<file path="src/rtl/pwl_sched_pkg.sv">
// Shared types and helpers for the channel ALU scheduler.
package pwl_sched_pkg;

    typedef enum logic [1:0] {
        OP_PHASE  = 2'd0,
        OP_SWEEP0 = 2'd1,
        OP_SWEEP1 = 2'd2,
        OP_OUT    = 2'd3
    } alu_op_t;

    typedef enum logic [1:0] {
        S_IDLE  = 2'd0,
        S_ISSUE = 2'd1,
        S_WAIT  = 2'd2,
        S_DONE  = 2'd3
    } sched_state_t;

    localparam int NUM_OPS = 4;
    localparam int OP_W    = 2;

    // PHASE and OUT always run; sweep ops only on sweep frames with their enable bit set.
    function automatic logic op_allowed(input logic [1:0] op, input logic sweep_act,
                                        input logic [1:0] sweep_bits);
        logic ok;
        ok = 1'b1;
        if (op == OP_SWEEP0) begin
            ok = sweep_act & sweep_bits[0];
        end else if (op == OP_SWEEP1) begin
            ok = sweep_act & sweep_bits[1];
        end
        return ok;
    endfunction

endpackage

</file>
<file path="src/rtl/pwl_channel_scheduler_if.sv">
// ALU request/ack and CPU config-grant signals between the scheduler and its neighbours.
interface pwl_channel_scheduler_if #(
    parameter int NUM_CH = 4
) ();
    import pwl_sched_pkg::*;

    localparam int CH_W = $clog2(NUM_CH);

    logic            alu_req;
    alu_op_t         alu_op;
    logic [CH_W-1:0] alu_chan;
    logic            alu_ack;
    logic            cfg_req;
    logic [CH_W-1:0] cfg_chan;
    logic            cfg_gnt;

    modport master (
        output alu_req,
        output alu_op,
        output alu_chan,
        output cfg_gnt,
        input  alu_ack,
        input  cfg_req,
        input  cfg_chan
    );

    modport slave (
        input  alu_req,
        input  alu_op,
        input  alu_chan,
        input  cfg_gnt,
        output alu_ack,
        output cfg_req,
        output cfg_chan
    );

endinterface

</file>
<file path="src/rtl/pwl_tick_gen.sv">
// Frame tick generator with a per-frame sweep divider; both counters freeze while disabled.
module pwl_tick_gen
    import pwl_sched_pkg::*;
#(
    parameter int TICK_PERIOD = 64,
    parameter int SWEEP_DIV   = 16
) (
    input  logic clk,
    input  logic rst,
    input  logic enable,
    output logic frame_tick,
    output logic sweep_frame
);

    localparam int TW = $clog2(TICK_PERIOD);
    localparam int SW = (SWEEP_DIV > 1) ? $clog2(SWEEP_DIV) : 1;

    logic [TW-1:0] tick_cnt_reg;
    logic [SW-1:0] sweep_cnt_reg;

    assign frame_tick  = enable && (tick_cnt_reg == TW'(TICK_PERIOD - 1));
    assign sweep_frame = (sweep_cnt_reg == '0);

    always_ff @(posedge clk) begin
        if (rst) begin
            tick_cnt_reg  <= '0;
            sweep_cnt_reg <= '0;
        end else if (enable) begin
            if (frame_tick) begin
                tick_cnt_reg  <= '0;
                sweep_cnt_reg <= (sweep_cnt_reg == SW'(SWEEP_DIV - 1)) ? '0
                                                                       : sweep_cnt_reg + SW'(1);
            end else begin
                tick_cnt_reg <= tick_cnt_reg + TW'(1);
            end
        end
    end

endmodule

</file>
<file path="src/rtl/pwl_channel_scheduler.sv">
// Walks every enabled {channel, op} slot through the shared ALU once per frame and
// grants CPU config writes only when they cannot tear the channel being processed.
module pwl_channel_scheduler
    import pwl_sched_pkg::*;
#(
    parameter int NUM_CH      = 4,
    parameter int TICK_PERIOD = 64,
    parameter int SWEEP_DIV   = 16
) (
    input  logic                    clk,
    input  logic                    rst,
    input  logic                    enable,
    input  logic [NUM_CH-1:0]       chan_en,
    input  logic [2*NUM_CH-1:0]     sweep_en,
    pwl_channel_scheduler_if.master bus,
    output logic                    sample_valid,
    output logic                    overrun,
    input  logic                    overrun_clr
);

    localparam int CH_W  = $clog2(NUM_CH);
    localparam int NSLOT = NUM_CH * NUM_OPS;
    localparam int SL_W  = $clog2(NSLOT) + 1;   // cursor may point one past the last slot

    logic frame_tick;
    logic sweep_frame;

    pwl_tick_gen #(
        .TICK_PERIOD (TICK_PERIOD),
        .SWEEP_DIV   (SWEEP_DIV)
    ) u_tick_gen (
        .clk         (clk),
        .rst         (rst),
        .enable      (enable),
        .frame_tick  (frame_tick),
        .sweep_frame (sweep_frame)
    );

    sched_state_t    state_reg,     state_next;
    logic [SL_W-1:0] cursor_reg,    cursor_next;
    logic            sweep_act_reg, sweep_act_next;
    logic            alu_req_reg,   alu_req_next;
    alu_op_t         alu_op_reg,    alu_op_next;
    logic [CH_W-1:0] alu_chan_reg,  alu_chan_next;
    logic            overrun_reg;
    logic            gnt_prev_reg;

    // Slot index is {chan, op}, so ascending index gives the required issue order.
    logic [NSLOT-1:0] slot_ok;
    genvar gi, gj;
    generate
        for (gi = 0; gi < NUM_CH; gi++) begin : g_ch
            for (gj = 0; gj < NUM_OPS; gj++) begin : g_op
                assign slot_ok[gi*NUM_OPS + gj] = chan_en[gi] &&
                    op_allowed(2'(gj), sweep_act_reg, sweep_en[2*gi +: 2]);
            end
        end
    endgenerate

    logic            found;
    logic [SL_W-1:0] found_idx;

    always_comb begin
        found     = 1'b0;
        found_idx = '0;
        for (int k = NSLOT - 1; k >= 0; k--) begin
            if (slot_ok[k] && (SL_W'(k) >= cursor_reg)) begin
                found     = 1'b1;
                found_idx = SL_W'(k);
            end
        end
    end

    always_comb begin
        state_next     = state_reg;
        cursor_next    = cursor_reg;
        sweep_act_next = sweep_act_reg;
        alu_req_next   = alu_req_reg;
        alu_op_next    = alu_op_reg;
        alu_chan_next  = alu_chan_reg;
        case (state_reg)
            S_IDLE: begin
                if (frame_tick) begin
                    state_next     = S_ISSUE;
                    cursor_next    = '0;
                    sweep_act_next = sweep_frame;
                end
            end
            S_ISSUE: begin
                if (!enable) begin
                    state_next = S_IDLE;
                end else if (found) begin
                    state_next    = S_WAIT;
                    alu_req_next  = 1'b1;
                    alu_op_next   = alu_op_t'(found_idx[OP_W-1:0]);
                    alu_chan_next = found_idx[OP_W +: CH_W];
                    cursor_next   = found_idx + SL_W'(1);
                end else begin
                    state_next = S_DONE;
                end
            end
            S_WAIT: begin
                if (bus.alu_ack) begin
                    alu_req_next = 1'b0;
                    if (!enable) begin
                        state_next = S_IDLE;
                    end else if (found) begin
                        state_next = S_ISSUE;
                    end else begin
                        state_next = S_DONE;
                    end
                end
            end
            S_DONE: begin
                state_next = S_IDLE;
            end
            default: begin
                state_next = S_IDLE;
            end
        endcase
    end

    always_ff @(posedge clk) begin
        if (rst) begin
            state_reg     <= S_IDLE;
            cursor_reg    <= '0;
            sweep_act_reg <= 1'b0;
            alu_req_reg   <= 1'b0;
            alu_op_reg    <= OP_PHASE;
            alu_chan_reg  <= '0;
        end else begin
            state_reg     <= state_next;
            cursor_reg    <= cursor_next;
            sweep_act_reg <= sweep_act_next;
            alu_req_reg   <= alu_req_next;
            alu_op_reg    <= alu_op_next;
            alu_chan_reg  <= alu_chan_next;
        end
    end

    // A tick that finds the frame still busy is dropped, not queued; set beats clear.
    always_ff @(posedge clk) begin
        if (rst) begin
            overrun_reg <= 1'b0;
        end else if (frame_tick && (state_reg != S_IDLE)) begin
            overrun_reg <= 1'b1;
        end else if (overrun_clr) begin
            overrun_reg <= 1'b0;
        end
    end

    logic cfg_safe;
    logic cfg_gnt;

    assign cfg_safe = (state_reg == S_IDLE) || (state_reg == S_DONE) ||
                      (alu_req_reg && (bus.cfg_chan != alu_chan_reg));
    assign cfg_gnt  = bus.cfg_req && !gnt_prev_reg && cfg_safe;

    always_ff @(posedge clk) begin
        if (rst) begin
            gnt_prev_reg <= 1'b0;
        end else begin
            gnt_prev_reg <= cfg_gnt;
        end
    end

    assign bus.alu_req  = alu_req_reg;
    assign bus.alu_op   = alu_op_reg;
    assign bus.alu_chan = alu_chan_reg;
    assign bus.cfg_gnt  = cfg_gnt;
    assign sample_valid = (state_reg == S_DONE);
    assign overrun      = overrun_reg;

endmodule

</file>
<file path="src/flat_wrapper.sv">
// flat-port wrapper written by rule: the top's interface ports become plain ports
module pwl_channel_scheduler_flat import pwl_sched_pkg::*;
#(
    parameter int NUM_CH      = 4,
    parameter int TICK_PERIOD = 64,
    parameter int SWEEP_DIV   = 16
)
  (clk, rst, enable, chan_en, sweep_en, sample_valid, overrun, overrun_clr, bus_alu_req, bus_alu_op, bus_alu_chan, bus_cfg_gnt, bus_alu_ack, bus_cfg_req, bus_cfg_chan);
  pwl_channel_scheduler_if #(.NUM_CH(NUM_CH)) bus_i ();
  input  logic clk;
  input  logic rst;
  input  logic enable;
  input  logic [NUM_CH-1:0] chan_en;
  input  logic [2*NUM_CH-1:0] sweep_en;
  output logic sample_valid;
  output logic overrun;
  input  logic overrun_clr;
  output wire logic [$bits(bus_i.alu_req)-1:0] bus_alu_req;
  output wire logic [$bits(bus_i.alu_op)-1:0] bus_alu_op;
  output wire logic [$bits(bus_i.alu_chan)-1:0] bus_alu_chan;
  output wire logic [$bits(bus_i.cfg_gnt)-1:0] bus_cfg_gnt;
  input wire logic [$bits(bus_i.alu_ack)-1:0] bus_alu_ack;
  input wire logic [$bits(bus_i.cfg_req)-1:0] bus_cfg_req;
  input wire logic [$bits(bus_i.cfg_chan)-1:0] bus_cfg_chan;
  assign bus_alu_req = bus_i.alu_req;
  assign bus_alu_op = bus_i.alu_op;
  assign bus_alu_chan = bus_i.alu_chan;
  assign bus_cfg_gnt = bus_i.cfg_gnt;
  assign bus_i.alu_ack = bus_alu_ack;
  assign bus_i.cfg_req = bus_cfg_req;
  assign bus_i.cfg_chan = bus_cfg_chan;
  pwl_channel_scheduler #(.NUM_CH(NUM_CH), .TICK_PERIOD(TICK_PERIOD), .SWEEP_DIV(SWEEP_DIV)) u_core (.clk(clk), .rst(rst), .enable(enable), .chan_en(chan_en), .sweep_en(sweep_en), .bus(bus_i), .sample_valid(sample_valid), .overrun(overrun), .overrun_clr(overrun_clr));
endmodule
</file>
<file path="config.mk">
export PLATFORM = sky130hd
export DESIGN_NAME = pwl_channel_scheduler_flat
export DESIGN_NICKNAME = d
export VERILOG_FILES = /design/src/rtl/pwl_sched_pkg.sv /design/src/rtl/pwl_channel_scheduler_if.sv /design/src/rtl/pwl_tick_gen.sv /design/src/rtl/pwl_channel_scheduler.sv /design/src/flat_wrapper.sv
export SDC_FILE = /design/constraint.sdc
export NUM_CORES = 1
export LEC_CHECK = 0
export BUFFER_PORTS_ARGS = -buffer_cell sky130_fd_sc_hd__buf_4
export CAP_MARGIN = 10
export CORE_UTILIZATION = 35
export CTS_BUF_LIST = sky130_fd_sc_hd__clkbuf_4 sky130_fd_sc_hd__clkbuf_8
export DETAILED_ROUTE_END_ITERATION = 6
export PLACE_DENSITY = 0.52
export SLEW_MARGIN = 0
export SYNTH_ARGS = -nofsm -noshare
export SYNTH_HDL_FRONTEND = slang
export SYNTH_SLANG_ARGS = --single-unit
</file>
<file path="constraint.sdc">
create_clock -name clk -period 4.5 [get_ports clk]
set_input_delay 1.125 -clock clk [delete_from_list [all_inputs] [get_ports clk]]
set_output_delay 1.125 -clock clk [all_outputs]
set_load 0.05 [all_outputs]
</file>
# Yosys cells after proc, flatten, opt, wreduce, memory -nomap -nowiden
# Index checks and enable logic that the tools add are counted.
# word_totals
register_bits	25
in_bits	20
out_inout_bits	8
wordCells	142
# op_classes
addsub	3
order_cmp	16
eq_ne	10
mux	51
n_bitwise	8
n_reduce_logical	44
# op_table
op	count
two-way mux 5 bit	18
>= comparator 4 x 5 -> 1 bit (first input constant)	8
logical AND 1 bit	29
two-way mux 1 bit	22
>= comparator 3 x 5 -> 1 bit (first input constant)	4
>= comparator 1 x 5 -> 1 bit (first input constant)	2
>= comparator 2 x 5 -> 1 bit (first input constant)	2
two-way mux 2 bit	5
one-hot mux 5 bit (2 select lines)	1
AND 1 bit	8
two-way mux 4 bit	2
one-hot mux 2 bit (4 select lines)	1
AND reduction 4 bit	2
nonzero test 2 bit	4
adder 6 x 1 -> 6 bit (second input constant)	1
== test 6 bit (second input constant)	1
two-way mux 6 bit	1
AND reduction 2 bit	3
adder 5 x 1 -> 5 bit (second input constant)	1
adder 4 x 1 -> 4 bit (second input constant)	1
== test 2 bit (second input constant)	2
== test 4 bit (second input constant)	1
zero test 4 bit	1
!= test 2 x 1 -> 1 bit (second input constant)	2
other kinds (8)	10

# Depth between registers and ports, before layout
# Gate-level depths: netlist of run 1.
# logic_depth
ltp_word	22
ltp_mapped	8
ltp_nobuf	7

# Cells and area by module
# A second synthesis of run 1 with hierarchy kept.
# unflattened
hier_cells	211
area_unflattened_um2	1657.8
# by_module_without_submodules
module	n_inst	cells_each	area_per_inst_um2	seq_area_each_um2
pwl_channel_scheduler	1	153	1152.4	300.3
pwl_tick_gen	1	58	505.5	200.2

# Worst setup path before layout of run 1
# OpenSTA, ideal clock, no wires.
# synth_timing
kind	input port to output port
from	in bus_cfg_chan[0]
to	out bus_cfg_gnt
arrival_time_ns	2.179
required_ns	3.375
setup_slack_ns	1.196
path_stages	3
path_buffers	0
cell_sequence	xor2_1 -> o21ai_0 -> a21oi_1
# synth_between
elab_chain_cells	4
# synth_lines
item	line	rtl
start, declared	flat_wrapper.sv:24	input wire logic [$bits(bus_i.cfg_chan)-1:0] bus_cfg_chan;
!= test 2 bit	pwl_channel_scheduler.sv:156	(alu_req_reg && (bus.cfg_chan != alu_chan_reg));
logical AND 1 bit	pwl_channel_scheduler.sv:156	
logical OR 1 bit	pwl_channel_scheduler.sv:155	assign cfg_safe = (state_reg == S_IDLE) || (state_reg == S_DONE) ||
logical AND 1 bit	pwl_channel_scheduler.sv:157	assign cfg_gnt = bus.cfg_req && !gnt_prev_reg && cfg_safe;
end, declared	flat_wrapper.sv:21	output wire logic [$bits(bus_i.cfg_gnt)-1:0] bus_cfg_gnt;
# Every way passes these cells.

# Final worst setup path of run 1
# Ends and elaborated chain as after synthesis.

==> impl_metrics.py, run 1 <==
metrics = {
    "outcome": {
        "status": "complete, no violations",
    },
    "routing": {
        "drcViolationCount": 0,
        "wl_per_cell_um": 12.86,
        "vias": 1427,
        "dr.pass1.iters": 4,
        "drtIter0Drc": 46,
        "vias_per_cell": 5.365,
        "ant_nets": 0,
        "routed_wl_um": 3422,
    },
    "synth": {
        "ys_top_cells_by_area": "dfxtp_1 (31%), nor2_1 (5.9%), a21oi_1 (5.7%), ha_1 (5.5%), mux2i_1 (5.0%)",
        "synth-edff-count": 0,
        "synth_fp_nets": 219,
        "yosysSeqAreaShare_pct": 31.42,
        "yosysUniqueCellTypes": 49,
        "yosysTopAreaCellShare_pct": 31.42,
        "yosys_register_bits": 25,
        "post-synth-top-area-cell": "dfxtp_1",
        "async_flop_share_pct": 0,
        "ys.warnings.count": 0,
        "synth_cells": 192,
        "netlist_area_mm2": 0.001593,
        "avgSynthCellArea_um2": 8.296,
        "ys.flop_type": "dfxtp_1",
    },
    "finish": {
        "final_common_cell": "buf_4",
        "largest_reg_flops": 6,
        "fin_nets": 242,
        "fillers": 459,
        "layout_common_cells": "buf_4 (27), nor2_1 (25), dfxtp_1 (25), a21oi_1 (18), nand2_1 (15)",
        "synthToLayoutAreaGrowth_pct": 16.42,
        "drive_above_1_share_pct": 19.63,
        "insertedDiodeCount": 0,
        "stdcell_area_mm2": 0.001854,
    },
    "power": {
        "power_per_cell_area_mw_per_mm2": 219.9,
        "p_leak_nw": 0.7247,
        "max-vdd-ir-drop_mv": 0.1362,
    },
    "placed_design": {
        "gp_congestion": 0.9538,
        "post-dp-hpwl_um": 2671,
        "post_dp_cell_area_mm2": 0.001805,
        "port_buffers": 27,
    },
    "grt": {
        "antenna_found_initial": 0,
        "grt-ovfl-total": 0,
        "first_global_vias": 1345,
        "grt_pass1_wl_um": 5865,
        "track_usage_pct": 14.74,
        "grt_max_degree": 24,
    },
    "floorplanning": {
        "fp.dieH_um": 69.46,
        "rows": 24,
        "dieArea_mm2": 0.004825,
        "core-area_mm2": 0.004354,
        "die_w_um": 69.46,
        "initial_utilization_pct": 36.58,
        "io_pins": 28,
    },
    "cts": {
        "clk_pin_slew_ns": 0.08,
        "htree_levels": 1,
        "cts_tree": "done",
        "cts.path.max_buffers": 2,
        "cts_buffers": 3,
        "clk_latency_ns": 0.26,
        "clockRootBuffer": "clkbuf_8",
        "clock_sink_count": 25,
        "ctsResizeCount": 0,
        "cts_setup_buffers": 0,
        "holdBufCountCts": 0,
    },
    "timing": {
        "finalHoldViolations": 0,
        "rsz0062_at_grt": "no",
        "fin_crit_sh_pct": 67.07,
        "clock.fmax_ghz": 0.3313,
        "relSlewSlack_pct": 58.41,
        "tns_ns": 0,
        "period_needed_ns": 3.018,
        "worst_slew_pin_slew_ns": 0.6212,
        "finClkSkew_ns": 0.001418,
        "setup_viol": 0,
        "slew_viol_final": 0,
    },
    "setup_path": {
        "critPathRequiredTime_ns": 3.38,
        "end_kind": "primary output",
        "arrival_ns": 1.89,
        "worst_setup_path_start_kind": "input pin",
        "crit_fanout": 2,
        "path_class": "input pin to primary output",
    },
    "run": {
        "drv_cap": 0,
    },
    "hold_path": {
        "hp-class": "register to register",
    },
}
layout make-up:
cell class	count	area (um^2)	area share [%]
Timing Repair Buffer	27	202.7	10.93
Sequential cell	25	500.5	26.99
Multi-Input combinational cell	152	1015	54.72
Tap cell	52	65.06	3.509
Inverter	6	22.52	1.215
Clock buffer	4	48.80	2.632
synth_stat cells, drive strengths merged (3+ instances only):
master	instances
a31oi	6
nor4b	3
clkbuf	4
nand2	15
inv	6
nor2b	3
xor2	6
nor3	5
ha	7
a21o	3
xnor2	3
dfxtp	25
nor2	25
o21ai	8
and2b	3
a22o	4
nand2b	3
nand3	4
nand4	4
mux2i	8
buf	5
a21oi	19
path summary, 6_finish.rpt:
check	startpoint	endpoint	slack [ns]	depth (start not counted)
max	bus_cfg_chan[0]	bus_cfg_gnt	1.48	5
min	u_core.overrun$_SDFFE_PP0P_	u_core.overrun$_SDFFE_PP0P_	0.48	2
max reg2reg	u_core.cursor_reg[2]$_SDFFE_PP0P_	u_core.cursor_reg[4]$_SDFFE_PP0P_	2.13	7
min reg2reg	u_core.overrun$_SDFFE_PP0P_	u_core.overrun$_SDFFE_PP0P_	0.48	2
power by group:
group,total (mW),leakage [nW],internal [mW],switching [mW]
registers,0.225,0.202,0.223,0.00151
logic,0.0466,0.497,0.0233,0.0233
clock network,0.136,0.0262,0.0692,0.0673
per-layer routing:
metal / part of all wire (%) / track usage [%] / vias up / wire length [um]
li1: - / - / 728 / -
met5: 0 / 0 / - / 0
met4: 1.3 / 4.989 / 0 / 44
met1: 45 / 17.95 / 674 / 1537
met3: 2.5 / 1.890 / 4 / 87
met2: 51 / 26.54 / 21 / 1752
metrics by stage:
stage | cells | worst slack (ns) | power [mW] | util (%) | hold WS [ns]
floorplan | 192 | 1.196 | 0.2561 | - | 0.4708
global placement | 262 | 1.538 | 0.2758 | 41.47 | 0.4630
detailed placement | 262 | 1.502 | 0.2770 | 41.47 | 0.4707
CTS | 266 | 1.494 | 0.4130 | 42.59 | 0.4866
global route | 266 | 1.411 | 0.4268 | 42.59 | 0.5204
finish | 266 | 1.482 | 0.4078 | 42.59 | 0.4784
critical path: stages:
cell and delay [ns]:
buf_4 0.11, xor2_1 0.11, o21ai_0 0.10, a21oi_1 0.21
buf_4 0.24
kinds of logic (layout without fill, tap and decap cells):
family                     count (synthesis)  after routing  synth area share (%)
and+or+nand+nor                           77             77                 25.85
AOI/OAI and AO/OA                         51             51                 22.39
DFF                                       25             25                 31.42
buffers and inverters                     15             37                 4.870
xor gates and xnor gates                   9              9                 4.949
muxes                                      8              8                 5.028
adders and majority gates                  7              7                 5.499
Power figures use the tool's default switching activity.
==> run 2: changes to the inputs <==
PLACE_DENSITY = 0.54   (was 0.52)
clock period = 2.5 ns   (was 4.5 ns; I/O delays follow)
==> run 2 against run 1 <==
  * Largest cell class unchanged
  * Register-to-register slack worse by 1.9 ns
  * Hold slack better by 0.0089 ns
  * Non-clock buffer count is 4 higher
  * Cell count is 1.5% higher
  * Worst setup slack worse by 1.2 ns
  * Via count is 4.2% lower
  * Critical path depth is 2 higher
  * Sequential power is 80% higher
==> impl_metrics.py, run 2 (synthesis gave the netlist of run 1 again) <==
metrics = {
    "outcome": {
        "status": "complete, no violations",
    },
    "power": {
        "p_leak_nw": 0.7452,
        "max-vdd-ir-drop_mv": 0.2535,
        "power_per_cell_area_mw_per_mm2": 390.1,
    },
    "floorplanning": {
        "fp.dieH_um": 69.46,
        "dieArea_mm2": 0.004825,
        "rows": 24,
        "io_pins": 28,
        "die_w_um": 69.46,
        "core-area_mm2": 0.004354,
        "initial_utilization_pct": 36.58,
    },
    "routing": {
        "vias": 1367,
        "routed_wl_um": 3393,
        "dr.pass1.iters": 3,
        "drtIter0Drc": 44,
        "drcViolationCount": 0,
        "wl_per_cell_um": 12.57,
        "ant_nets": 0,
        "vias_per_cell": 5.063,
    },
    "timing": {
        "setup_slack_ns": 0.2410,
        "period_needed_ns": 2.259,
        "slew_viol_final": 0,
        "fin_crit_sh_pct": 90.36,
        "setup_viol": 0,
        "finalHoldViolations": 0,
        "tns_ns": 0,
        "finClkSkew_ns": 0.01107,
        "worst_slew_pin_slew_ns": 0.4844,
        "worst_hold_slack_ns": 0.4873,
        "clock.fmax_ghz": 0.4427,
        "relSlewSlack_pct": 67.66,
        "rsz0062_at_grt": "no",
    },
    "setup_path": {
        "rrSetupSlack_ns": 0.24,
        "reg2regPathDepth": 7,
        "path_class": "register to register",
        "crit_fanout": 13,
        "end_kind": "register",
        "arrival_ns": 2.48,
        "r2r_end": "u_core.cursor_reg[4]$_SDFFE_PP0P_",
        "worst_setup_path_start_kind": "register",
        "critPathRequiredTime_ns": 2.72,
        "regToRegStartpoint": "u_core.cursor_reg[2]$_SDFFE_PP0P_",
    },
    "hold_path": {
        "whs_endpoint": "u_core.overrun$_SDFFE_PP0P_",
        "min_from": "u_core.overrun$_SDFFE_PP0P_",
        "hp-class": "register to register",
        "whs_path_depth": 2,
    },
    "grt": {
        "first_global_vias": 1303,
        "grt_pass1_wl_um": 5851,
        "grt_max_degree": 24,
        "antenna_found_initial": 0,
        "grt-ovfl-total": 0,
        "track_usage_pct": 14.84,
    },
    "finish": {
        "stdcell_area_mm2": 0.001882,
        "layout_common_cells": "buf_4 (31), nor2_1 (25), dfxtp_1 (25), a21oi_1 (18), nand2_1 (15)",
        "largest_reg_flops": 6,
        "insertedDiodeCount": 0,
        "drive_above_1_share_pct": 21.10,
        "synthToLayoutAreaGrowth_pct": 18.15,
        "fin_nets": 246,
        "final_common_cell": "buf_4",
        "fillers": 446,
    },
    "cts": {
        "cts_buffers": 3,
        "cts.path.max_buffers": 2,
        "clockRootBuffer": "clkbuf_8",
        "htree_levels": 1,
        "clk_latency_ns": 0.28,
        "clock_sink_count": 25,
        "ctsResizeCount": 0,
        "holdBufCountCts": 0,
        "clk_pin_slew_ns": 0.09,
        "cts_setup_buffers": 0,
        "cts_tree": "done",
    },
    "run": {
        "drv_cap": 0,
    },
    "placed_design": {
        "post-dp-hpwl_um": 2526,
        "pre_cts_ws_ns": 0.08284,
        "post_dp_cell_area_mm2": 0.001836,
        "port_buffers": 27,
        "gp_congestion": 0.7614,
    },
}
## run 2: worst max path at each step
stage               cells past startpoint  slack, ns                           endpoint                           startpoint
global route                            6       0.04  u_core.cursor_reg[4]$_SDFFE_PP0P_    u_core.cursor_reg[3]$_SDFFE_PP0P_
floorplan                               3       0.13                        bus_cfg_gnt  u_core.bus.alu_chan[0]$_SDFFE_PP0P_
CTS                                     7       0.22  u_core.cursor_reg[4]$_SDFFE_PP0P_    u_core.cursor_reg[2]$_SDFFE_PP0P_
detailed placement                      8       0.08  u_core.cursor_reg[4]$_SDFFE_PP0P_                           chan_en[2]
finish                                  7       0.24  u_core.cursor_reg[4]$_SDFFE_PP0P_    u_core.cursor_reg[2]$_SDFFE_PP0P_
global placement                        7       0.11  u_core.cursor_reg[4]$_SDFFE_PP0P_                           chan_en[2]
## run 2: layout make-up
type	count	area, um^2	share of cell area [%]
clock buffers	3	41.29	2.194
clock inverters	1	5.005	0.2660
inverters	6	22.52	1.197
multi-input cells	152	1015	53.92
flip-flops and latches	25	500.5	26.60
well taps	52	65.06	3.457
repair buffers	31	232.7	12.37
## run 2: where the power goes
group	internal, mW	switching (mW)
clock	0.112	0.133
sequential	0.402	0.00282
combinational	0.0430	0.0419
total	0.556	0.178
## run 2: routing by layer
metal | routed length, um | vias to the layer above | GRT usage [%]
li1 | - | 734 | -
met5 | 0 | - | 0
met2 | 1500 | 17 | 23.19
met3 | 94 | 7 | 2.180
met1 | 1726 | 609 | 20.02
met4 | 71 | 0 | 7.029
## run 2: critical path: stages, from the launching register on
cell       delay (ns)
dfxtp_1          0.63
nand2_1          0.16
mux2i_1          0.15
a31oi_1          0.32
a2111oi_4        0.12
nor3_2           0.23
or4b_1           0.45
a21oi_1          0.14
## run 2: per-stage QoR
stage / power, mW / utilization, % / instances
4_1_cts: 0.7448 / 43.22 / 270
3_3_place_gp: 0.4987 / 42.16 / 266
3_5_place_dp: 0.4989 / 42.16 / 266
6_report: 0.7341 / 43.22 / 270
2_1_floorplan: 0.4611 / - / 192
5_1_grt: 0.7687 / 43.22 / 270
